`src/rtl/cpu_defs.sv`:
```
// Shared CPU-side definitions for the joypad block: the P1 select encoding,
// the register address, the interrupt bit and the default timing constants.
package cpu_defs;

    // Select bits [5:4] of the joypad register; a 0 enables that group.
    typedef enum logic [1:0] {
        SEL_BOTH = 2'b00,
        SEL_FACE = 2'b01,
        SEL_DPAD = 2'b10,
        SEL_NONE = 2'b11
    } joyp_sel_t;

    localparam logic [15:0] JOYP_ADDR           = 16'hFF00;
    localparam int          JOYP_IRQ_BIT        = 4;
    localparam int          JOYP_TICK_DIV       = 4096;
    localparam int          JOYP_STABLE_SAMPLES = 4;

    // Nibble the CPU sees for a given select; buttons are active-low, so
    // selecting both groups ANDs them (a press in either group reads 0).
    function automatic logic [3:0] joyp_nibble(input joyp_sel_t sel, input logic [7:0] keys);
        logic [3:0] nib;
        case (sel)
            SEL_DPAD: nib = keys[3:0];
            SEL_FACE: nib = keys[7:4];
            SEL_BOTH: nib = keys[3:0] & keys[7:4];
            default:  nib = 4'hF;
        endcase
        return nib;
    endfunction

endpackage

```
`src/rtl/joypad_ctrl_m_if.sv`:
```
// Signal bundle between the joypad pins/CPU side and the joypad controller.
// There is no handshake on this bundle: every signal is level-sensitive and
// sampled on each rising clk; irq_pulse and tick_out are single-cycle strobes.
interface joypad_ctrl_m_if;
    logic [7:0] je_raw;     // asynchronous active-low button pins
    logic [1:0] sel;        // joypad register select bits [5:4]
    logic [7:0] je_clean;   // debounced active-low buttons
    logic       irq_pulse;  // one-cycle joypad interrupt request
    logic       tick_out;   // debounce sample-tick strobe

    modport master (
        output je_raw,
        output sel,
        input  je_clean,
        input  irq_pulse,
        input  tick_out
    );

    modport slave (
        input  je_raw,
        input  sel,
        output je_clean,
        output irq_pulse,
        output tick_out
    );
endinterface

```
`src/rtl/joypad_debounce_bit_m.sv`:
```
// One button: two-flop synchronizer, tick-sampled history and level
// acceptance. The cleaned level only moves when the whole history agrees.
module joypad_debounce_bit_m #(
    parameter int STABLE_SAMPLES = 4
) (
    input  logic clk,
    input  logic rst,
    input  logic raw_i,
    input  logic tick_i,
    output logic clean_o
);

    logic                      sync1_q;
    logic                      sync2_q;
    logic [STABLE_SAMPLES-1:0] hist_q;
    logic [STABLE_SAMPLES-1:0] hist_d;
    logic                      clean_q;
    logic                      clean_d;

    // Shift the synchronized level in on a tick and accept a unanimous history.
    always_comb begin
        hist_d  = hist_q;
        clean_d = clean_q;
        if (tick_i) begin
            hist_d = {hist_q[STABLE_SAMPLES-2:0], sync2_q};
            if ((hist_d == '1) && !clean_q) begin
                clean_d = 1'b1;
            end else if ((hist_d == '0) && clean_q) begin
                clean_d = 1'b0;
            end
        end
    end

    // Synchronizer, history and clean level; reset looks like a released button.
    always_ff @(posedge clk) begin
        if (rst) begin
            sync1_q <= 1'b1;
            sync2_q <= 1'b1;
            hist_q  <= '1;
            clean_q <= 1'b1;
        end else begin
            sync1_q <= raw_i;
            sync2_q <= sync1_q;
            hist_q  <= hist_d;
            clean_q <= clean_d;
        end
    end

    assign clean_o = clean_q;

endmodule

```
`src/rtl/joypad_ctrl_m.sv`:
```
// Joypad controller: sample-tick prescaler, eight debounced buttons, nibble
// selection and the press-edge interrupt request.
module joypad_ctrl_m
    import cpu_defs::*;
#(
    parameter int TICK_DIV       = JOYP_TICK_DIV,
    parameter int STABLE_SAMPLES = JOYP_STABLE_SAMPLES
) (
    input logic             clk,
    input logic             rst,
    joypad_ctrl_m_if.slave  bus
);

    localparam int             CNT_W    = $clog2(TICK_DIV);
    localparam logic [CNT_W-1:0] CNT_LAST = CNT_W'(TICK_DIV - 1);

    logic [CNT_W-1:0] cnt_q;
    logic [CNT_W-1:0] cnt_d;
    logic             tick;
    logic [7:0]       clean;
    logic [7:0]       prev_q;
    logic             irq_q;
    logic             irq_d;
    logic [3:0]       fall;
    joyp_sel_t        sel_e;

    // Prescaler wraps at TICK_DIV-1; the tick is masked while reset is held.
    always_comb begin
        cnt_d = (cnt_q == CNT_LAST) ? '0 : cnt_q + 1'b1;
    end

    assign tick = (cnt_q == CNT_LAST) && !rst;

    // Prescaler count register.
    always_ff @(posedge clk) begin
        if (rst) begin
            cnt_q <= '0;
        end else begin
            cnt_q <= cnt_d;
        end
    end

    // Eight identical debouncers sharing one sample tick.
    for (genvar g = 0; g < 8; g++) begin : g_bit
        joypad_debounce_bit_m #(
            .STABLE_SAMPLES (STABLE_SAMPLES)
        ) u_bit (
            .clk     (clk),
            .rst     (rst),
            .raw_i   (bus.je_raw[g]),
            .tick_i  (tick),
            .clean_o (clean[g])
        );
    end

    // A selected bit falling between the previous and current clean value is a
    // press; prev_q tracks clean every cycle so a sel change alone never fires.
    always_comb begin
        sel_e = joyp_sel_t'(bus.sel);
        fall  = joyp_nibble(sel_e, prev_q) & ~joyp_nibble(sel_e, clean);
        irq_d = (|fall) && !irq_q;
    end

    // Previous clean snapshot and registered interrupt strobe.
    always_ff @(posedge clk) begin
        if (rst) begin
            prev_q <= 8'hFF;
            irq_q  <= 1'b0;
        end else begin
            prev_q <= clean;
            irq_q  <= irq_d;
        end
    end

    assign bus.je_clean  = clean;
    assign bus.irq_pulse = irq_q;
    assign bus.tick_out  = tick;

endmodule
```
`src/flat_wrapper.sv`:
```
// flat-port wrapper written by rule: the top's interface ports become plain ports
module joypad_ctrl_m_flat import cpu_defs::*;
#(
    parameter int TICK_DIV       = JOYP_TICK_DIV,
    parameter int STABLE_SAMPLES = JOYP_STABLE_SAMPLES
)
  (clk, rst, bus_je_raw, bus_sel, bus_je_clean, bus_irq_pulse, bus_tick_out);
  joypad_ctrl_m_if bus_i ();
  input logic clk;
  input logic rst;
  input wire logic [$bits(bus_i.je_raw)-1:0] bus_je_raw;
  input wire logic [$bits(bus_i.sel)-1:0] bus_sel;
  output wire logic [$bits(bus_i.je_clean)-1:0] bus_je_clean;
  output wire logic [$bits(bus_i.irq_pulse)-1:0] bus_irq_pulse;
  output wire logic [$bits(bus_i.tick_out)-1:0] bus_tick_out;
  assign bus_i.je_raw = bus_je_raw;
  assign bus_i.sel = bus_sel;
  assign bus_je_clean = bus_i.je_clean;
  assign bus_irq_pulse = bus_i.irq_pulse;
  assign bus_tick_out = bus_i.tick_out;
  joypad_ctrl_m #(.TICK_DIV(TICK_DIV), .STABLE_SAMPLES(STABLE_SAMPLES)) u_core (.clk(clk), .rst(rst), .bus(bus_i));
endmodule
```
`config.mk`:
```
export PLATFORM = sky130hd
export DESIGN_NAME = joypad_ctrl_m_flat
export DESIGN_NICKNAME = d
export VERILOG_FILES = /design/src/rtl/cpu_defs.sv /design/src/rtl/joypad_ctrl_m_if.sv /design/src/rtl/joypad_debounce_bit_m.sv /design/src/rtl/joypad_ctrl_m.sv /design/src/flat_wrapper.sv
export SDC_FILE = /design/constraint.sdc
export NUM_CORES = 1
export LEC_CHECK = 0
export CORE_MARGIN = 5
export CORE_UTILIZATION = 50
export DETAILED_ROUTE_END_ITERATION = 10
export PLACE_DENSITY = 0.85
export SYNTH_ARGS = -nofsm -noshare
export SYNTH_HDL_FRONTEND = slang
export SYNTH_SLANG_ARGS = --single-unit
```
`constraint.sdc`:
```
create_clock -name clk -period 1.8 [get_ports clk]
set_clock_uncertainty 0.15 [all_clocks]
set_input_delay 0.27 -clock clk [delete_from_list [all_inputs] [get_ports clk]]
set_output_delay 0.27 -clock clk [all_outputs]
set_load 0.05 [all_outputs]
```
# Yosys cells after proc, flatten, opt, wreduce, memory -nomap -nowiden

Index checks and enable logic that the tools add are counted.

Register bits: 69
Bits in latches: 0
RAM bits: 0
Bits in read-only memories: 0
Input port bits: 12
Output and inout bits: 10
Word-level logic and storage cells: 124
Memories kept: 0

$add $sub $neg: 1
$mul: 0
Div/mod/pow operators: 0
Magnitude comparators: 0
Equal/unequal tests: 11
Shift operators: 0
Multiplexer cells: 18
Bitwise gates (word level): 4
Reductions and logical operators: 55

Operators with widths:

| operator                                      | count |
|---|---|
| == test 4 bit, second input constant          | 8 |
| zero test 4 bit                               | 8 |
| case mux 4 bit (3 select lines)               | 2 |
| logical AND 1 bit                             | 18 |
| 2-to-1 mux 1 bit                              | 16 |
| AND reduction 2 bit                           | 8 |
| nonzero test 2 bit                            | 8 |
| adder 12 x 1 -> 12 bit, second input constant | 1 |
| bitwise AND 4 bit                             | 3 |
| == test 12 bit, second input constant         | 1 |
| zero test 1 bit                               | 10 |
| inverter 4 bit                                | 1 |
| OR reduction 4 bit                            | 1 |
| == test 2 x 1 -> 1 bit, second input constant | 1 |
| == test 2 bit, second input constant          | 1 |
| zero test 2 bit                               | 1 |
| OR reduction 2 bit                            | 1 |

# Logic depth before layout (Yosys ltp)

Gate-level depths: netlist of run 1.

Depth in word-level cells: 6
Depth in mapped cells: 7

# Modules after synthesis

Synthesis of run 1 repeated with hierarchy kept, for this count alone.

Cell total of the unflattened synthesis: 234
Area total of the unflattened synthesis: 2682.6 sq um

Modules (own cells, without submodules):

| module                | times used | cells an instance | area an instance (sq um) | seq. area each (sq um) |
|---|---|---|---|---|
| joypad_debounce_bit_m | 8          | 17                | 220.2                    | 120.1 |
| joypad_ctrl_m         | 1          | 98                | 920.9                    | 420.4 |

# Least setup slack after synthesis of run 1

Ideal clock, no wire load.

Path type: register to output
From: reg u_core.cnt_q[0]
To: out bus_tick_out
Arrival: 1.821 ns
Slack: -0.441 ns
Stages on the path, launching flop included: 7
Cell sequence: dfxtp_1 ha_1 nand3_2 or4_1 buf_2 buf_6 inv_1

Longest elaborated chain between the ends: 2

Ends and longest elaborated chain:

| element                  | RTL line            | source |
|---|---|---|
| start: declaration       | joypad_ctrl_m.sv:17 | `logic [CNT_W-1:0] cnt_q;` |
| start signal: assignment | joypad_ctrl_m.sv:39 | `cnt_q <= cnt_d;` |
| == test 12 bit           | joypad_ctrl_m.sv:32 | `assign tick = (cnt_q == CNT_LAST) && !rst;` |
| logical AND 1 bit        | joypad_ctrl_m.sv:32 |  |
| end: declaration         | flat_wrapper.sv:15  | `output wire logic [$bits(bus_i.tick_out)-1:0] bus_tick_out;` |

Every way passes these cells.

# Worst setup path in the final report of run 1

From: reg u_core.cnt_q[1]
To: out bus_tick_out

The elaborated chain is that of the path after synthesis.

==> impl_results.md, run 1 <==
- Status: finished, violations left
- Failing checks: negative setup slack
- HP Class: flop to flop
- CTS tree: yes
- Number of diodes: 0
- Largest family of logic cells by synthesized area: simple AND/OR/NAND/NOR gates
- CTS Buf Count: 9
- # rows: 26
- Critical path arrival: 1.62 ns
- Cell variety after synth: 33
- Synth async-reset ratio: 0%
- Reg2Reg Depth: 6
- Clk_lat worst skew: 0.34 ns
- Synth Cell Area: around 0.0025 mm2
- Post-route ant nets: 0
- Worst-path fanout max: 3
- Slowest cell on the critical path: or4_4
- HPWL Detailed: 3.12 mm
- I/O Pins: 22
- Core area: 0.00504 mm2
- Worst-case clock buffer depth: 2
- Final hold violations: 0
- Number of synthesized flops with an enable pin: 0
- Compound-Gate Fraction of Synth Area: between 10% and 20%
- WL final: 4.96 mm
- Cell count after synthesis: 246
- CTS Hold Bufs: 0
- R2r setup slk: -0.04 ns
- Slew Limit Fails: 0
- First-pass GRT wire length: 8.12 mm
- Crit end category: primary output
- Critical-path cell list: ha_4 > nand3_4 > or4_4 > clkinvlp_4 > buf_12
- Layout cells sized above 1: between 20 and 30%
- F_max: around 490 MHz
- Crit start category: flop
- Via density: 5.39
- Grt total ovfl: 0
- Net count after synthesis: ~260
- Max-cap violations: 0
- Storage cell area: around 0.0014 mm2
- Initial antenna violation count: 0
- Mux cell area share after synthesis: 0.393%
- Buf/Inv on CP: 2
- Fillers: 399
- Via count: 1,887
- Die height: 81.4 um
- DR WL/cell: 14.2 um
- Slack of the critical path: -0.236 ns
- Avg Inst Size Synth: 10.4 um2
- Hold path cells: 1
- Initial Util: about half
- Worst-path clk slew: 0.08 ns
- WP depth: 5
- CP delay by family, top: simple AND/OR/NAND/NOR gates
- Gr usage total: approximately 16%
- Final core utilization: 62.1%
- Launch point of the worst reg-to-reg path: u_core.cnt_q[1]
- Setup Viol. Count Final: 32
- Tcrit/Tclk final: 113%
- Xor-xnor portion of the synthesized cell area: under 10%
- Max stage delay on crit path: roughly 0.45 ns
- Critical Path Source: u_core.cnt_q[1]
- WP data required: 1.38 ns
- Ys Warns: 0
- Commonest non-fill, non-tap cell in the layout: dfxtp_1
- H-Tree Depth: 3
- Drt initial violations: 155
- VDD IR max: 0.681 mV
- Adder-Cell Fraction of Synth Area: 0.491%
- 1st-pass router iterations: 4
- Final #Nets: 288
- Cell area after layout: about 0.0031 mm2
- Sequential area share after synthesis: 54.2%
- RSZ-0062 raised after global routing: yes
- WS Path Type: flop to primary output
- Synth Area in Simple Gates: 19.4%
- Die area: 0.00662 mm2
- P&R area growth vs syn: 23.0%
- Min-delay src: u_core.g_bit[4].u_bit.sync1_q
- # DRC: 0
- Overall Power: 0.00293 W
- Worst hold slack: 0.258 ns
- Clock sinks: 69
- PortBufs: 21
- Synth Flop Type: dfxtp_1
- Max_slew headroom: roughly 77%
- Clock root cell: clkbuf_8
- Pin count of the biggest net entering global routing: 39
- Vias in the first global route: approximately 1,700
- Pwr/cell area: 935 mW/mm2
- Post-placement cell area: 0.00287 mm2
- P_leak: between 1 and 1.5 nW
- Footprint of the multi-input gates: 0.00105 mm2
- Synth Register Bits: 69
- Fin crit period: 2.04 ns
- Commonest cells after routing, fill and taps aside: 62 x dfxtp_1, 24 x or2_2, 24 x buf_4
- Worst-margin pin slew: 0.349 ns
- Die Wd: 81.4 um
- Gpl congestion: between 0.7 and 0.8
-- stage by stage --
stage | setup WS, ns | setup TNS (ns) | cells
4_1_cts | -0.282 | -0.282 | 346
2_1_floorplan | -0.0953 | -0.0953 | 246
3_3_place_gp | -0.293 | -8.86 | 330
6_report | -0.236 | -0.785 | 350
5_1_grt | -0.290 | -2.36 | 350
3_5_place_dp | -0.325 | -10.29 | 330
-- routing by layer --
layer	vias up	wire, um	global-route usage, %
li1	951	-	-
met5	-	0	0
met3	11	230	5.43
met1	889	2340	20.7
met2	36	2280	24.6
met4	0	118	7.77
-- power by group --
part | switching (W) | internal [W]
logic | 0.0000511 | 0.0000624
clock network | 0.000582 | 0.000671
registers | 0.0000133 | 0.00155
total | 0.000647 | 0.00228
-- cell type report --
| type | count | area share, % |
|---|---|---|
| sequential | 69 | 44.4 |
| multi-input combinational | 149 | 33.5 |
| clock inverter | 6 | 2.00 |
| tap | 70 | 2.80 |
| clock buffer | 10 | 4.39 |
| timing repair buffer | 39 | 11.9 |
| inverter | 7 | 0.958 |
-- synth_stat cells (all sizes together), types with 4 or more instances --
| cell | n | area, um2 |
|---|---|---|
| o211ai | 4 | 30.0 |
| clkbuf | 6 | 22.5 |
| o22a | 23 | 201 |
| and4b | 6 | 60.1 |
| a21oi | 8 | 40.0 |
| nand2 | 7 | 26.3 |
| nand4 | 6 | 52.6 |
| nor2 | 11 | 41.3 |
| dfxtp | 69 | 1380 |
| o21ai | 18 | 90.1 |
| buf | 15 | 114 |
| nor3 | 4 | 20.0 |
| or4 | 9 | 67.6 |
| or2 | 24 | 150 |
| o22ai | 6 | 37.5 |
| xnor2 | 4 | 35.0 |
| inv | 7 | 26.3 |
| xor2 | 4 | 35.0 |
-- path summary, 6_finish.rpt --
kind                                endpoint
max reg2reg  u_core.g_bit[6].u_bit.hist_q[1]
max                             bus_tick_out
min            u_core.g_bit[4].u_bit.sync2_q
min reg2reg    u_core.g_bit[4].u_bit.sync2_q
-- kinds of logic (layout without fill, tap and decap cells) --
family	count (synthesis)	count (layout)
and+or+nand+nor	78	78
DFF	69	69
AOI/OAI and AO/OA	61	61
buffers and inverters	28	62
xor gates and xnor gates	8	8
adders and majority gates	1	1
muxes	1	1
-- state kept, by name (all words and copies together) (netlist names) --
name	flops
u_core.bus.irq_pulse	1
u_core.cnt_q	12
u_core.g_bit.u_bit.sync1_q	8
u_core.g_bit.u_bit.sync2_q	8
u_core.prev_q	8
u_core.g_bit.u_bit.clean_o	8
u_core.g_bit.u_bit.hist_q	24
-- what timing repair did --
action | in CTS | in global routing
cloned | 0 | 1
pin swaps | 0 | 1
buffers inserted | 0 | 3
endpoints found under the setup margin | 1 | 31
gates resized for setup | 3 | 5
Note: power is estimated with default switching activity, not from simulation.
==> inputs of run 2 (changes only) <==
--- a/config.mk
+++ b/config.mk
@@ -6,9 +6,9 @@
 export NUM_CORES = 1
 export LEC_CHECK = 0
 export CORE_MARGIN = 5
-export CORE_UTILIZATION = 50
+export CORE_UTILIZATION = 45
 export DETAILED_ROUTE_END_ITERATION = 10
-export PLACE_DENSITY = 0.85
+export PLACE_DENSITY = 0.79
 export SYNTH_ARGS = -nofsm -noshare
 export SYNTH_HDL_FRONTEND = slang
 export SYNTH_SLANG_ARGS = --single-unit
==> run 2 against run 1 <==
The flow still finishes with violations (negative setup slack). Setup slack worse by 0.018 ns. Sequential share of layout area is 0.16 points higher. Via count is 4.0% lower. Clock power hardly changed. Cell area stayed put. Critical path depth stayed put. Critical endpoint unchanged.
==> impl_results.md, run 2 (synthesis gave the netlist of run 1 again) <==
- Status: finished, violations left
- Failing checks: negative setup slack
- HP Class: flop to flop
- VDD IR max: 0.624 mV (-8.3%)
- Die area: 0.00727 mm2 (+9.7%)
- I/O Pins: 22 (unchanged)
- Worst-path clk slew: 0.07 ns (about the same)
- RSZ-0062 raised after global routing: yes
- Die Wd: 85.2 um (+4.7%)
- Tcrit/Tclk final: 114% (+1.0 points)
- Initial antenna violation count: 0 (unchanged)
- Fin crit period: 2.05 ns (+0.0183 ns)
- Clock sinks: 69 (unchanged)
- PortBufs: 21 (unchanged)
- Hold path cells: 1 (unchanged)
- P_leak: 1.14 nW (-0.55%)
- Final #Nets: 286 (-0.69%)
- Core area: 0.00551 mm2 (+9.2%)
- Final hold violations: 0 (unchanged)
- Slack of the critical path: -0.255 ns (-0.0183 ns)
- Register bank with the most flops: u_core.g_bit.u_bit.hist_q
- Largest regs: u_core.g_bit.u_bit.hist_q (24), u_core.cnt_q (12)
- CTS Buf Count: 9 (unchanged)
- Critical path arrival: 1.63 ns (about the same)
- P&R area growth vs syn: 23.0% (unchanged)
- Cell area after layout: 0.00313 mm2 (unchanged)
- Worst-path fanout max: 2 (-1)
- Clock root cell: clkbuf_8
- Via count: 1,812 (-4.0%)
- Grt total ovfl: 0 (unchanged)
- Max reg flops: 24 (unchanged)
- 1st-pass router iterations: 4 (unchanged)
- Overall Power: 0.00289 W (-1.4%)
- Commonest non-fill, non-tap cell in the layout: dfxtp_1
- CTS Hold Bufs: 0 (unchanged)
- Commonest cells after routing, fill and taps aside: 62 x dfxtp_1, 24 x or2_2, 23 x o22a_1
- Vias in the first global route: 1,646 (-3.9%)
- Layout cells sized above 1: 28.4% (-1.2 points)
- Max-cap violations: 0 (unchanged)
- Reg2Reg Depth: 7 (+1)
- WP data required: 1.38 ns (about the same)
- WL final: 4.73 mm (-4.8%)
- Crit start category: input port
- WS Path Type: input port to primary output
- Number of diodes: 0 (unchanged)
- DR WL/cell: 13.5 um (-4.8%)
- Pin count of the biggest net entering global routing: 39 (unchanged)
- Max_slew headroom: 76.9% (+0.21 points)
- First-pass GRT wire length: 7.67 mm (-5.6%)
- Initial Util: 46.3% (-4.3 points)
- Gpl congestion: 0.756 (+4.6%)
- F_max: 487 MHz (-0.89%)
- Gr usage total: 13.5% (-2.7 points)
- Post-route ant nets: 0 (unchanged)
- # rows: 27 (+3.8%)
- Die height: 85.2 um (+4.7%)
- Setup Viol. Count Final: 32 (unchanged)
- Worst-case clock buffer depth: 2 (unchanged)
- Drt initial violations: 108 (-30%)
- Slew Limit Fails: 0 (unchanged)
- HPWL Detailed: 2.97 mm (-4.7%)
- # DRC: 0 (unchanged)
- Clk_lat worst skew: 0.34 ns (about the same)
- Crit end category: primary output
- Post-placement cell area: 0.00288 mm2 (+0.26%)
- Via density: 5.18 (-4.0%)
- Worst-margin pin slew: 0.346 ns (-0.00317 ns)
- H-Tree Depth: 3 (unchanged)
- Pwr/cell area: 922 mW/mm2 (-1.4%)
- CTS tree: yes
## run 2: cell type report
class	count	area, um2
Clock buffer	12	145
Clock inverter	4	47.5
Fill cell	465	2370
Inverter	7	30.0
Multi-Input combinational cell	149	1050
Sequential cell	69	1400
Tap cell	72	90.1
Timing Repair Buffer	37	373
## run 2: layer usage
layer  GRT usage, %  up-vias  wire (um)
met1           17.3      823       2270
li1               -      934          -
met2           18.6       40       2010
met5              0        -          0
met3           6.12       15        284
met4           7.63        0        157
## run 2: worst paths after layout
kind	slack (ns)	startpoint	endpoint
hold / removal	0.26	u_core.g_bit[4].u_bit.sync1_q	u_core.g_bit[4].u_bit.sync2_q
setup / recovery	-0.25	rst	bus_tick_out
hold reg to reg	0.26	u_core.g_bit[4].u_bit.sync1_q	u_core.g_bit[4].u_bit.sync2_q
setup reg to reg	-0.06	u_core.cnt_q[1]	u_core.g_bit[7].u_bit.clean_o
## run 2: stage by stage
stage | cells | hold slack, ns | setup WS, ns | utilization (%) | setup TNS [ns]
finish | 350 | 0.257 | -0.255 | 56.9 | -1.41
global route | 350 | 0.274 | -0.321 | 56.9 | -2.87
CTS | 347 | 0.262 | -0.298 | 55.9 | -0.298
detailed placement | 331 | 0.242 | -0.305 | 52.3 | -8.99
global placement | 331 | 0.242 | -0.291 | 52.3 | -8.35
floorplan | 246 | 0.224 | -0.0953 | - | -0.0953
## run 2: worst max-delay path, cell delays in order
cell	delay [ns]
clkdlybuf4s50_1	0.41
nand2b_1	0.15
or4_4	0.56
clkinvlp_4	0.11
buf_12	0.13
## run 2: timing repair
item	in CTS	in global routing
setup buffers	0	2
resized for setup	2	6
setup endpoints to repair	1	9
gates cloned	0	1
## run 2: power by group
group | switching [W] | internal [W] | total (W) | leakage [nW]
Combinational | 0.0000479 | 0.0000633 | 0.000111 | 0.481
Clock | 0.000543 | 0.000674 | 0.00122 | 0.0964
Sequential | 0.0000142 | 0.00155 | 0.00156 | 0.566
